==> src/rtl/pipeline_controller_if.sv <==
// Hazard/debug signal bundle between the datapath/control unit and pipeline_controller.
// Latency: none (wires only); the controller drives stall/flush/forward combinationally.
// Backpressure: none; stalls and flushes are the datapath's only flow control.
interface pipeline_controller_if #(
    parameter int CNT_W = 16
);
    logic [4:0]       Rs1D;
    logic [4:0]       Rs2D;
    logic [4:0]       Rs1E;
    logic [4:0]       Rs2E;
    logic [4:0]       RdE;
    logic [4:0]       RdM;
    logic [4:0]       RdW;
    logic             RegWriteM;
    logic             RegWriteW;
    logic             ResultSrcE0;
    logic             PCSrcE;
    logic             mem_busy;
    logic             halt_req;
    logic             step_req;
    logic             StallF;
    logic             StallD;
    logic             FlushD;
    logic             FlushE;
    logic [1:0]       ForwardAE;
    logic [1:0]       ForwardBE;
    logic             running;
    logic             halted;
    logic             step_ack;
    logic [CNT_W-1:0] stall_count;

    // Datapath / core-top side.
    modport master (
        output Rs1D, Rs2D, Rs1E, Rs2E, RdE, RdM, RdW,
        output RegWriteM, RegWriteW, ResultSrcE0, PCSrcE,
        output mem_busy, halt_req, step_req,
        input  StallF, StallD, FlushD, FlushE, ForwardAE, ForwardBE,
        input  running, halted, step_ack, stall_count
    );

    // Controller side.
    modport slave (
        input  Rs1D, Rs2D, Rs1E, Rs2E, RdE, RdM, RdW,
        input  RegWriteM, RegWriteW, ResultSrcE0, PCSrcE,
        input  mem_busy, halt_req, step_req,
        output StallF, StallD, FlushD, FlushE, ForwardAE, ForwardBE,
        output running, halted, step_ack, stall_count
    );
endinterface

==> src/rtl/pipeline_controller.sv <==
// Hazard unit plus boot sequencer, halt/single-step FSM and saturating load-use stall counter.
// Latency: stall/flush/forward are combinational (0 cycles); running/halted/step_ack are registered (1 cycle).
// Backpressure: holds F/D (StallF/StallD) and bubbles E (FlushE) during boot, halt and load-use hazards.
module pipeline_controller #(
    parameter int BOOT_CYCLES = 4,
    parameter int CNT_W       = 16
) (
    input  logic                 clk,
    input  logic                 resetn,
    pipeline_controller_if.slave bus
);
    localparam int BW = (BOOT_CYCLES > 1) ? $clog2(BOOT_CYCLES) : 1;
    localparam logic [BW-1:0] BOOT_LOAD = BW'(BOOT_CYCLES - 1);

    typedef enum logic [1:0] {BOOT, RUN, HALT, STEP} state_t;

    state_t           state;
    logic [BW-1:0]    boot_cnt;
    logic             running_q;
    logic             halted_q;
    logic             step_ack_q;
    logic [CNT_W-1:0] stall_cnt;
    logic [1:0]       fwd_a;
    logic [1:0]       fwd_b;
    logic             lw_stall;
    logic             hazard_active;

    assign hazard_active = (state == RUN) || (state == STEP);

    // A taken branch squashes the instruction in D anyway, so it cancels the load-use stall.
    assign lw_stall = bus.ResultSrcE0 && (bus.RdE != 5'd0) &&
                      ((bus.RdE == bus.Rs1D) || (bus.RdE == bus.Rs2D)) && !bus.PCSrcE;

    // Forwarding selects: Memory stage result beats Writeback, x0 is never forwarded.
    always_comb begin
        fwd_a = 2'b00;
        fwd_b = 2'b00;
        if (bus.RegWriteM && (bus.RdM != 5'd0) && (bus.RdM == bus.Rs1E))
            fwd_a = 2'b10;
        else if (bus.RegWriteW && (bus.RdW != 5'd0) && (bus.RdW == bus.Rs1E))
            fwd_a = 2'b01;
        if (bus.RegWriteM && (bus.RdM != 5'd0) && (bus.RdM == bus.Rs2E))
            fwd_b = 2'b10;
        else if (bus.RegWriteW && (bus.RdW != 5'd0) && (bus.RdW == bus.Rs2E))
            fwd_b = 2'b01;
    end

    // Stall/flush/forward outputs per state; only RUN and STEP let the hazard logic through.
    always_comb begin
        bus.StallF    = 1'b1;
        bus.StallD    = 1'b1;
        bus.FlushD    = 1'b1;
        bus.FlushE    = 1'b1;
        bus.ForwardAE = 2'b00;
        bus.ForwardBE = 2'b00;
        case (state)
            BOOT: ;
            HALT: bus.FlushD = 1'b0;
            default: begin
                bus.StallF    = lw_stall;
                bus.StallD    = lw_stall;
                bus.FlushD    = bus.PCSrcE;
                bus.FlushE    = lw_stall || bus.PCSrcE;
                bus.ForwardAE = fwd_a;
                bus.ForwardBE = fwd_b;
            end
        endcase
    end

    // Boot/run/halt/step sequencing; status flags are registered decodes of the next state.
    always_ff @(posedge clk or negedge resetn) begin
        if (!resetn) begin
            state      <= BOOT;
            boot_cnt   <= BOOT_LOAD;
            running_q  <= 1'b0;
            halted_q   <= 1'b0;
            step_ack_q <= 1'b0;
        end else begin
            case (state)
                BOOT: begin
                    if (boot_cnt != '0) begin
                        boot_cnt <= boot_cnt - 1'b1;
                    end else if (!bus.mem_busy) begin
                        state     <= RUN;
                        running_q <= 1'b1;
                    end
                end
                RUN: begin
                    // Hold off the halt while a redirect is in E so the new PC is not lost.
                    if (bus.halt_req && !bus.PCSrcE) begin
                        state     <= HALT;
                        running_q <= 1'b0;
                        halted_q  <= 1'b1;
                    end
                end
                HALT: begin
                    if (!bus.halt_req) begin
                        state     <= RUN;
                        running_q <= 1'b1;
                        halted_q  <= 1'b0;
                    end else if (bus.step_req) begin
                        state      <= STEP;
                        halted_q   <= 1'b0;
                        step_ack_q <= 1'b1;
                    end
                end
                default: begin
                    state      <= HALT;
                    halted_q   <= 1'b1;
                    step_ack_q <= 1'b0;
                end
            endcase
        end
    end

    // Saturating count of load-use stall cycles taken while the hazard logic is live.
    always_ff @(posedge clk or negedge resetn) begin
        if (!resetn)
            stall_cnt <= '0;
        else if (hazard_active && lw_stall && (stall_cnt != {CNT_W{1'b1}}))
            stall_cnt <= stall_cnt + 1'b1;
    end

    assign bus.running     = running_q;
    assign bus.halted      = halted_q;
    assign bus.step_ack    = step_ack_q;
    assign bus.stall_count = stall_cnt;
endmodule

==> src/flat_wrapper.sv <==
// flat-port wrapper written by rule: the top's interface ports become plain ports
module pipeline_controller_flat 
#(
    parameter int BOOT_CYCLES = 4,
    parameter int CNT_W       = 16
)
  (clk, resetn, bus_Rs1D, bus_Rs2D, bus_Rs1E, bus_Rs2E, bus_RdE, bus_RdM, bus_RdW, bus_RegWriteM, bus_RegWriteW, bus_ResultSrcE0, bus_PCSrcE, bus_mem_busy, bus_halt_req, bus_step_req, bus_StallF, bus_StallD, bus_FlushD, bus_FlushE, bus_ForwardAE, bus_ForwardBE, bus_running, bus_halted, bus_step_ack, bus_stall_count);
  pipeline_controller_if #(.CNT_W(CNT_W)) bus_i ();
  input  logic clk;
  input  logic resetn;
  input wire logic [$bits(bus_i.Rs1D)-1:0] bus_Rs1D;
  input wire logic [$bits(bus_i.Rs2D)-1:0] bus_Rs2D;
  input wire logic [$bits(bus_i.Rs1E)-1:0] bus_Rs1E;
  input wire logic [$bits(bus_i.Rs2E)-1:0] bus_Rs2E;
  input wire logic [$bits(bus_i.RdE)-1:0] bus_RdE;
  input wire logic [$bits(bus_i.RdM)-1:0] bus_RdM;
  input wire logic [$bits(bus_i.RdW)-1:0] bus_RdW;
  input wire logic [$bits(bus_i.RegWriteM)-1:0] bus_RegWriteM;
  input wire logic [$bits(bus_i.RegWriteW)-1:0] bus_RegWriteW;
  input wire logic [$bits(bus_i.ResultSrcE0)-1:0] bus_ResultSrcE0;
  input wire logic [$bits(bus_i.PCSrcE)-1:0] bus_PCSrcE;
  input wire logic [$bits(bus_i.mem_busy)-1:0] bus_mem_busy;
  input wire logic [$bits(bus_i.halt_req)-1:0] bus_halt_req;
  input wire logic [$bits(bus_i.step_req)-1:0] bus_step_req;
  output wire logic [$bits(bus_i.StallF)-1:0] bus_StallF;
  output wire logic [$bits(bus_i.StallD)-1:0] bus_StallD;
  output wire logic [$bits(bus_i.FlushD)-1:0] bus_FlushD;
  output wire logic [$bits(bus_i.FlushE)-1:0] bus_FlushE;
  output wire logic [$bits(bus_i.ForwardAE)-1:0] bus_ForwardAE;
  output wire logic [$bits(bus_i.ForwardBE)-1:0] bus_ForwardBE;
  output wire logic [$bits(bus_i.running)-1:0] bus_running;
  output wire logic [$bits(bus_i.halted)-1:0] bus_halted;
  output wire logic [$bits(bus_i.step_ack)-1:0] bus_step_ack;
  output wire logic [$bits(bus_i.stall_count)-1:0] bus_stall_count;
  assign bus_i.Rs1D = bus_Rs1D;
  assign bus_i.Rs2D = bus_Rs2D;
  assign bus_i.Rs1E = bus_Rs1E;
  assign bus_i.Rs2E = bus_Rs2E;
  assign bus_i.RdE = bus_RdE;
  assign bus_i.RdM = bus_RdM;
  assign bus_i.RdW = bus_RdW;
  assign bus_i.RegWriteM = bus_RegWriteM;
  assign bus_i.RegWriteW = bus_RegWriteW;
  assign bus_i.ResultSrcE0 = bus_ResultSrcE0;
  assign bus_i.PCSrcE = bus_PCSrcE;
  assign bus_i.mem_busy = bus_mem_busy;
  assign bus_i.halt_req = bus_halt_req;
  assign bus_i.step_req = bus_step_req;
  assign bus_StallF = bus_i.StallF;
  assign bus_StallD = bus_i.StallD;
  assign bus_FlushD = bus_i.FlushD;
  assign bus_FlushE = bus_i.FlushE;
  assign bus_ForwardAE = bus_i.ForwardAE;
  assign bus_ForwardBE = bus_i.ForwardBE;
  assign bus_running = bus_i.running;
  assign bus_halted = bus_i.halted;
  assign bus_step_ack = bus_i.step_ack;
  assign bus_stall_count = bus_i.stall_count;
  pipeline_controller #(.BOOT_CYCLES(BOOT_CYCLES), .CNT_W(CNT_W)) u_core (.clk(clk), .resetn(resetn), .bus(bus_i));
endmodule
==> config.mk <==
export PLATFORM = sky130hd
export DESIGN_NAME = pipeline_controller_flat
export DESIGN_NICKNAME = d
export VERILOG_FILES = /design/src/rtl/pipeline_controller_if.sv /design/src/rtl/pipeline_controller.sv /design/src/flat_wrapper.sv
export SDC_FILE = /design/constraint.sdc
export NUM_CORES = 1
export LEC_CHECK = 0
export ABC_CLOCK_PERIOD_IN_PS = 2800
export CAP_MARGIN = 10
export CORE_UTILIZATION = 45
export CTS_CLUSTER_DIAMETER = 40
export DETAILED_ROUTE_END_ITERATION = 8
export GPL_TIMING_DRIVEN = 0
export PLACE_DENSITY_LB_ADDON = 0.12
export SLEW_MARGIN = 30
export SYNTH_ARGS = -nofsm -noshare
export SYNTH_HDL_FRONTEND = slang
export SYNTH_SLANG_ARGS = --single-unit
==> constraint.sdc <==
create_clock -name clk -period 2.8 [get_ports clk]
set_clock_uncertainty 0.15 [all_clocks]
set_input_delay 0.28 -clock clk [delete_from_list [all_inputs] [get_ports clk]]
set_output_delay 0.28 -clock clk [all_outputs]
set_load 0.01 [all_outputs]
==> metrics.yaml, run 1 <==
drt:
  vias: 1454
  antenna_left: 0
  drtPass1Iterations: 4
  drc: 0
  routed_wl_um: 3720
  routed_wire_length_per_instance_um: 13.2
  drt_iter0_drc: 59
  avgViaCountPerCell: 5.16
timing:
  worst_pin_slew_ns: 0.506
  fin_setup_tns_ns: 0
  setup_violations: 0
  rsz0062_at_grt: "no"
  max_slew_margin: 0.663
  max_freq_mhz: 370
  min_period_ns: 2.71
  hold_violations: 0
  fin_crit_sh: 0.966
  slew_violations: 0
critical_path:
  crit_top_cell: "clkdlybuf4s50_1"
  crit_path_top_delay_cell: "clkdlybuf4s50_1"
  cp_cell_sequence: "clkdlybuf4s50_1, xnor2_1, nand2_1, o22ai_1, nand2b_1, o21ai_0, buf_4, clkdlybuf4s50_1"
  critPathBufInv: 3
  worstPathMaxFanout: 3
  startpoint: "bus_RdE[1]"
  crit_type: "input port to output pin"
  cp.required_ns: 2.37
  r2r_start: "u_core.bus.stall_count[0]"
  endpoint_kind: "output pin"
  r2r_slack_ns: 0.80
  crit_family: "buffers and inverters"
  slowest_delay_ns: 0.52
  start_kind: "input port"
  arrival_ns: 2.28
layout:
  final_core_util: 0.705
  layout.nets: 283
  syn2layout_area_growth_pct: 50.4
  post_route_cells_drive_above_1_share: 0.0763
  n_antenna_cell: 0
  fill_cells: 272
die:
  ioPinCount: 71
  die_w_um: 60.9
  num_rows: 21
  die_h_um: 60.9
  die_area_um2: 3710
  core_area_um2: 3340
  start_util: 0.468
power_and_ir_drop:
  power_leakage_nw: 0.943
  p_per_area_nw_per_um2: 426
  irDropWorstVdd_v: 0.000474
synthesis:
  synthesis.area_um2: 1560
  synth_edf_count: 0
  synth_adder_area_share: 0.0160
  synth_xor_area_frac: 0.258
  synth_top_area_frac: 0.336
  synth_top_family_by_area: "XOR/XNOR gates"
  syn-num-nets: 207
  synthMuxAreaShare: 0.00721
  synth.avg_cell_area_um2: 9.71
  ys_seq_area_frac: 0.370
  synthTopCellsByCount: "xnor2_1, dfrtp_1, xor2_1"
  synth_seq_cells: 23
  synth-simple-area-share: 0.235
  async_flop_share: 1.00
  synth_ff_type: "dfrtp_1"
  synth.most_common_cell: "xnor2_1"
  synth.distinct_cells: 37
  synth.top_cells.by_area: "dfrtp_1, xnor2_1, xor2_1, nand3_1, dfstp_2"
  yosysWarnings: 0
  synth_cells: 161
  synth_compound_area_frac: 0.0865
  yosysTopAreaCell: "dfrtp_1"
grt:
  grt_antenna_before_repair: 0
  grt_pass1_wl_um: 6060
  grt_overflow_total: 0
  grt_pass1_vias: 1362
  grt_max_degree: 24
  grt.total_usage: 0.217
clocking:
  cts.sinks: 23
  numCtsBuffers: 3
  path_clk_slew_ns: 0.13
  htree_levels: 1
  clkLatencyLatePin_ns: 0.31
  root_buffer: "clkbuf_4"
  cts_tree: "yes"
  max-clock-path-buffers: 2
  post_cts_buffers: 0
place:
  portBuffers: 70
  dp_hpwl_um: 3090
  place_congestion: 0.783
flow_run:
  drv_cap: 0
run_status:
  run_status: "finished, final reports clean"
hold_path:
  hold_class: "input port to asynchronous set/reset pin"
-- worst paths after layout --
| kind | end | cells past startpoint |
|---|---|---|
| worst min-delay path | u_core.bus.stall_count[14] | 2 |
| worst min register to register | u_core.bus.stall_count[9] | 1 |
| worst max-delay path | bus_StallF | 8 |
| worst max register to register | u_core.bus.stall_count[1] | 6 |
| min in group clk | u_core.bus.stall_count[9] | 1 |
| max in group asynchronous | u_core.boot_cnt[0] | 2 |
-- repair_timing --
action | CTS | global route
pin swaps | 0 | 0
resized for setup | 5 | 1
endpoints found under the hold margin | 21 | 0
setup endpoints to repair | 3 | 1
hold buffers | 1 | 0
-- per-layer routing --
layer / part of all wire / global-route usage / vias to the layer above
met2: 0.53 / 0.400 / 47
li1: - / - / 724
met4: 0.0024 / 0.0227 / 0
met1: 0.42 / 0.262 / 681
met5: 0 / 0 / -
met3: 0.048 / 0.0533 / 2
-- cell families (layout without fill, tap and decap cells) --
kind of cell    after synthesis  after routing
buf+inv                       8             83
mux                           1              1
xor+xnor                     46             46
fa+ha+maj                     2              2
flops                        23             23
compound gates               18             18
simple gates                 63             63
-- placed cells by master (no fill, tap or decap), types with 4 or more instances in the layout --
| cell | count |
|---|---|
| clkdlybuf4s50_1 | 64 |
| xnor2_1 | 32 |
| dfrtp_1 | 21 |
| xor2_1 | 14 |
| nand3_1 | 13 |
| nand2_1 | 10 |
| nand4_1 | 7 |
| and3_1 | 6 |
| and2_1 | 5 |
| inv_1 | 4 |
| or4_1 | 4 |
| nor4_1 | 4 |
| nor2_1 | 4 |
| o21ai_0 | 4 |
| a21oi_1 | 4 |
| dlygate4sd2_1 | 4 |
-- through the flow --
step                power (mW)  cells  cell area, um^2  hold WS (ns)  setup slack (ns)
CTS                       1.01    282             2350         0.299            0.0373
finish                    1.00    282             2350         0.309            0.0946
detailed placement       0.859    277             2320         0.130            -0.199
global route              1.07    282             2350         0.347           0.00322
global placement         0.850    277             2320         0.329            -0.129
floorplan                0.619    161             1560        -0.166             0.848
-- cell type report --
class / count / area (um^2) / share of cell area
clock inverters: 1 / 5.00 / 0.00213
well taps: 46 / 57.6 / 0.0245
flip-flops and latches: 23 / 578 / 0.246
multi-input cells: 130 / 941 / 0.400
plain buffers: 4 / 28.8 / 0.0122
clock buffers: 3 / 22.5 / 0.00958
inverters: 4 / 15.0 / 0.00639
repair buffers: 71 / 703 / 0.299
-- registers in the layout (all words and copies together), names as in the netlist --
register                flops
u_core.bus.stall_count     16
u_core.boot_cnt             2
u_core.state                2
u_core.bus.halted           1
u_core.bus.running          1
u_core.bus.step_ack         1
-- power breakdown --
group / leakage, nW / switching [mW] / internal [mW]
clock: 0.0177 / 0.0979 / 0.0534
sequential: 0.301 / 0.0438 / 0.378
combinational: 0.625 / 0.185 / 0.244
No activity file was read; power rests on OpenSTA's default activity.
==> run 2, diff against run 1 <==
Settings changed: CAP_MARGIN 10 to 20.
==> results of run 2 <==
Final layout, timing and power as in run 1 (identical DEF).
==> run 3, diff against run 2 <==
Settings changed: PLACE_DENSITY set to 0.86, PLACE_DENSITY_LB_ADDON 0.12 to not set, SLEW_MARGIN 30 to 20.
==> run 3 against run 2 <==
Against the previous run: worst hold slack worse by 0.025 ns; worst setup slack worse by 0.030 ns; clock power is 7% higher; critical endpoint unchanged; largest power group unchanged; highest routed layer unchanged.
==> metrics.yaml, run 3 (same netlist as run 1, synthesis figures left out) <==
grt:
  grt_pass1_vias: 1348  # was 1362
  grt_pass1_wl_um: 6030  # was 6060 um
  grt_overflow_total: 0  # unchanged
  grt_max_degree: 24  # unchanged
  grt.total_usage: 0.223  # was 0.217
  grt_antenna_before_repair: 0  # unchanged
die:
  core_area_um2: 3340  # unchanged
  start_util: 0.468  # unchanged
  die_h_um: 60.9  # unchanged
  die_area_um2: 3710  # unchanged
  num_rows: 21  # unchanged
  ioPinCount: 71  # unchanged
  die_w_um: 60.9  # unchanged
drt:
  avgViaCountPerCell: 5.23  # was 5.16
  vias: 1479  # was 1454
  routed_wire_length_per_instance_um: 14.5  # was 13.2 um
  drt_iter0_drc: 82  # was 59
  drtPass1Iterations: 4  # unchanged
  drc: 0  # unchanged
  antenna_left: 0  # unchanged
  routed_wl_um: 4090  # was 3720 um
clocking:
  htree_levels: 1  # unchanged
  root_buffer: "clkbuf_4"  # unchanged
  path_clk_slew_ns: 0.13  # about the same
  clkLatencyLatePin_ns: 0.33  # was 0.31 ns
  numCtsBuffers: 3  # unchanged
  max-clock-path-buffers: 2  # unchanged
  cts_tree: "yes"  # unchanged
  cts.sinks: 23  # unchanged
power_and_ir_drop:
  p_per_area_nw_per_um2: 429  # was 426 nW/um^2
  p_comb_frac: 0.429  # was 0.428
  power.total_mw: 1.03  # was 1.00 mW
  intPower_mw: 0.682  # was 0.675 mW
  clkPwrFrac: 0.157  # was 0.151
  irDropWorstVdd_v: 0.000344  # was 0.000474 V
  p_sw_mw: 0.343  # was 0.327 mW
  seq_power_share: 0.413  # was 0.421
  netSwitchingFraction: 0.335  # was 0.326
  power_leakage_nw: 0.961  # was 0.943 nW
timing:
  setup_violations: 0  # unchanged
  worst_pin_slew_ns: 0.503  # was 0.506 ns
  min_period_ns: 2.74  # was 2.71 ns
  rsz0062_at_grt: "no"  # unchanged
  max_slew_margin: 0.665  # was 0.663
  max_freq_mhz: 366  # was 370 MHz
  hold_violations: 0  # unchanged
  fin_setup_tns_ns: 0  # unchanged
  slew_violations: 0  # unchanged
  fin_crit_sh: 0.977  # was 0.966
layout:
  fin_area_um2: 2390  # was 2350 um^2
  layout.nets: 284  # was 283
  n_antenna_cell: 0  # unchanged
  final_core_util: 0.717  # was 0.705
  fill_cells: 276  # was 272
  mostFrequentLayoutCell: "clkdlybuf4s50_1"  # unchanged
  syn2layout_area_growth_pct: 53.0  # was 50.4%
  layout_common_cells: "clkdlybuf4s50_1, xnor2_1, dfrtp_1"  # unchanged
  largest_register_ffs: 16  # unchanged
  post_route_cells_drive_above_1_share: 0.0970  # was 0.0763
hold_path:
  hold_class: "input port to asynchronous set/reset pin"  # unchanged
critical_path:
  crit_top_cell: "clkdlybuf4s50_1"  # unchanged
  crit_type: "input port to output pin"  # unchanged
  cp_cell_sequence: "clkdlybuf4s50_1, or4_4, o21ai_4, nand2b_4, o21ai_1, buf_4, clkdlybuf4s50_1"  # was clkdlybuf4s50_1, xnor2_1, nand2_1, o22ai_1, nand2b_1, o21ai_0, buf_4, clkdlybuf4s50_1
  cp.required_ns: 2.37  # about the same
  worstPathMaxFanout: 3  # unchanged
  slowest_delay_ns: 0.56  # was 0.52 ns
  arrival_ns: 2.31  # was 2.28 ns
  start_kind: "input port"  # unchanged
  endpoint_kind: "output pin"  # unchanged
  crit_path_top_delay_cell: "or4_4"  # was clkdlybuf4s50_1
  crit_family: "buffers and inverters"  # unchanged
  critPathBufInv: 3  # unchanged
place:
  portBuffers: 70  # unchanged
  post_dp_cell_area_um2: 2320  # about the same
  dp_hpwl_um: 3310  # was 3090 um
  place_congestion: 0.878  # was 0.783
run_status:
  run_status: "finished, final reports clean"  # unchanged
flow_run:
  drv_cap: 0  # unchanged
## run 3: what timing repair did
item	in CTS	in global routing
endpoints found under the hold margin	0	21
pin swaps	0	1
hold buffers	0	1
buffers inserted	0	1
setup endpoints to repair	3	2
gates resized for setup	4	6
## run 3: layout make-up
type | instances | area (um^2) | share of cell area
Sequential cell | 23 | 578 | 0.242
Buffer | 4 | 28.8 | 0.0120
Tap cell | 46 | 57.6 | 0.0241
Inverter | 4 | 15.0 | 0.00628
Clock inverter | 1 | 7.51 | 0.00314
Timing Repair Buffer | 72 | 712 | 0.298
Multi-Input combinational cell | 130 | 970 | 0.406
Clock buffer | 3 | 22.5 | 0.00942
## run 3: final timing paths
| kind | end | slack, ns | cells after the start | startpoint |
|---|---|---|---|---|
| setup / recovery | bus_StallF | 0.06 | 7 | bus_RdE[3] |
| hold / removal | u_core.bus.stall_count[4] | 0.28 | 2 | resetn |
| setup reg to reg | u_core.bus.stall_count[1] | 0.73 | 6 | u_core.bus.stall_count[0] |
| hold reg to reg | u_core.bus.halted | 0.35 | 2 | u_core.bus.halted |
| max in group asynchronous | u_core.boot_cnt[1] | 1.86 | 2 | resetn |
| min in group clk | u_core.bus.halted | 0.35 | 2 | u_core.bus.halted |
## run 3: power groups by stage
stage,clock network (mW),registers (mW),logic [mW]
after floorplan,0,0.434,0.184
after global placement,0,0.428,0.425
after detailed placement,0,0.428,0.436
after CTS,0.166,0.423,0.438
after global routing,0.181,0.433,0.476
final,0.162,0.424,0.440
## run 3: layer usage
metal | part of all wire | global-route usage | wire length (um)
met1 | 0.42 | 0.266 | 1700
met2 | 0.52 | 0.380 | 2120
met3 | 0.032 | 0.0490 | 133
met4 | 0.034 | 0.110 | 140
met5 | 0 | 0 | 0
## run 3: stage by stage
stage / worst slack (ns) / instances / hold WS (ns)
global route: 0.00499 / 283 / 0.328
detailed placement: -0.172 / 277 / 0.317
floorplan: 0.848 / 161 / -0.166
CTS: 0.00558 / 281 / 0.354
finish: 0.0646 / 283 / 0.284
global placement: -0.147 / 277 / 0.326
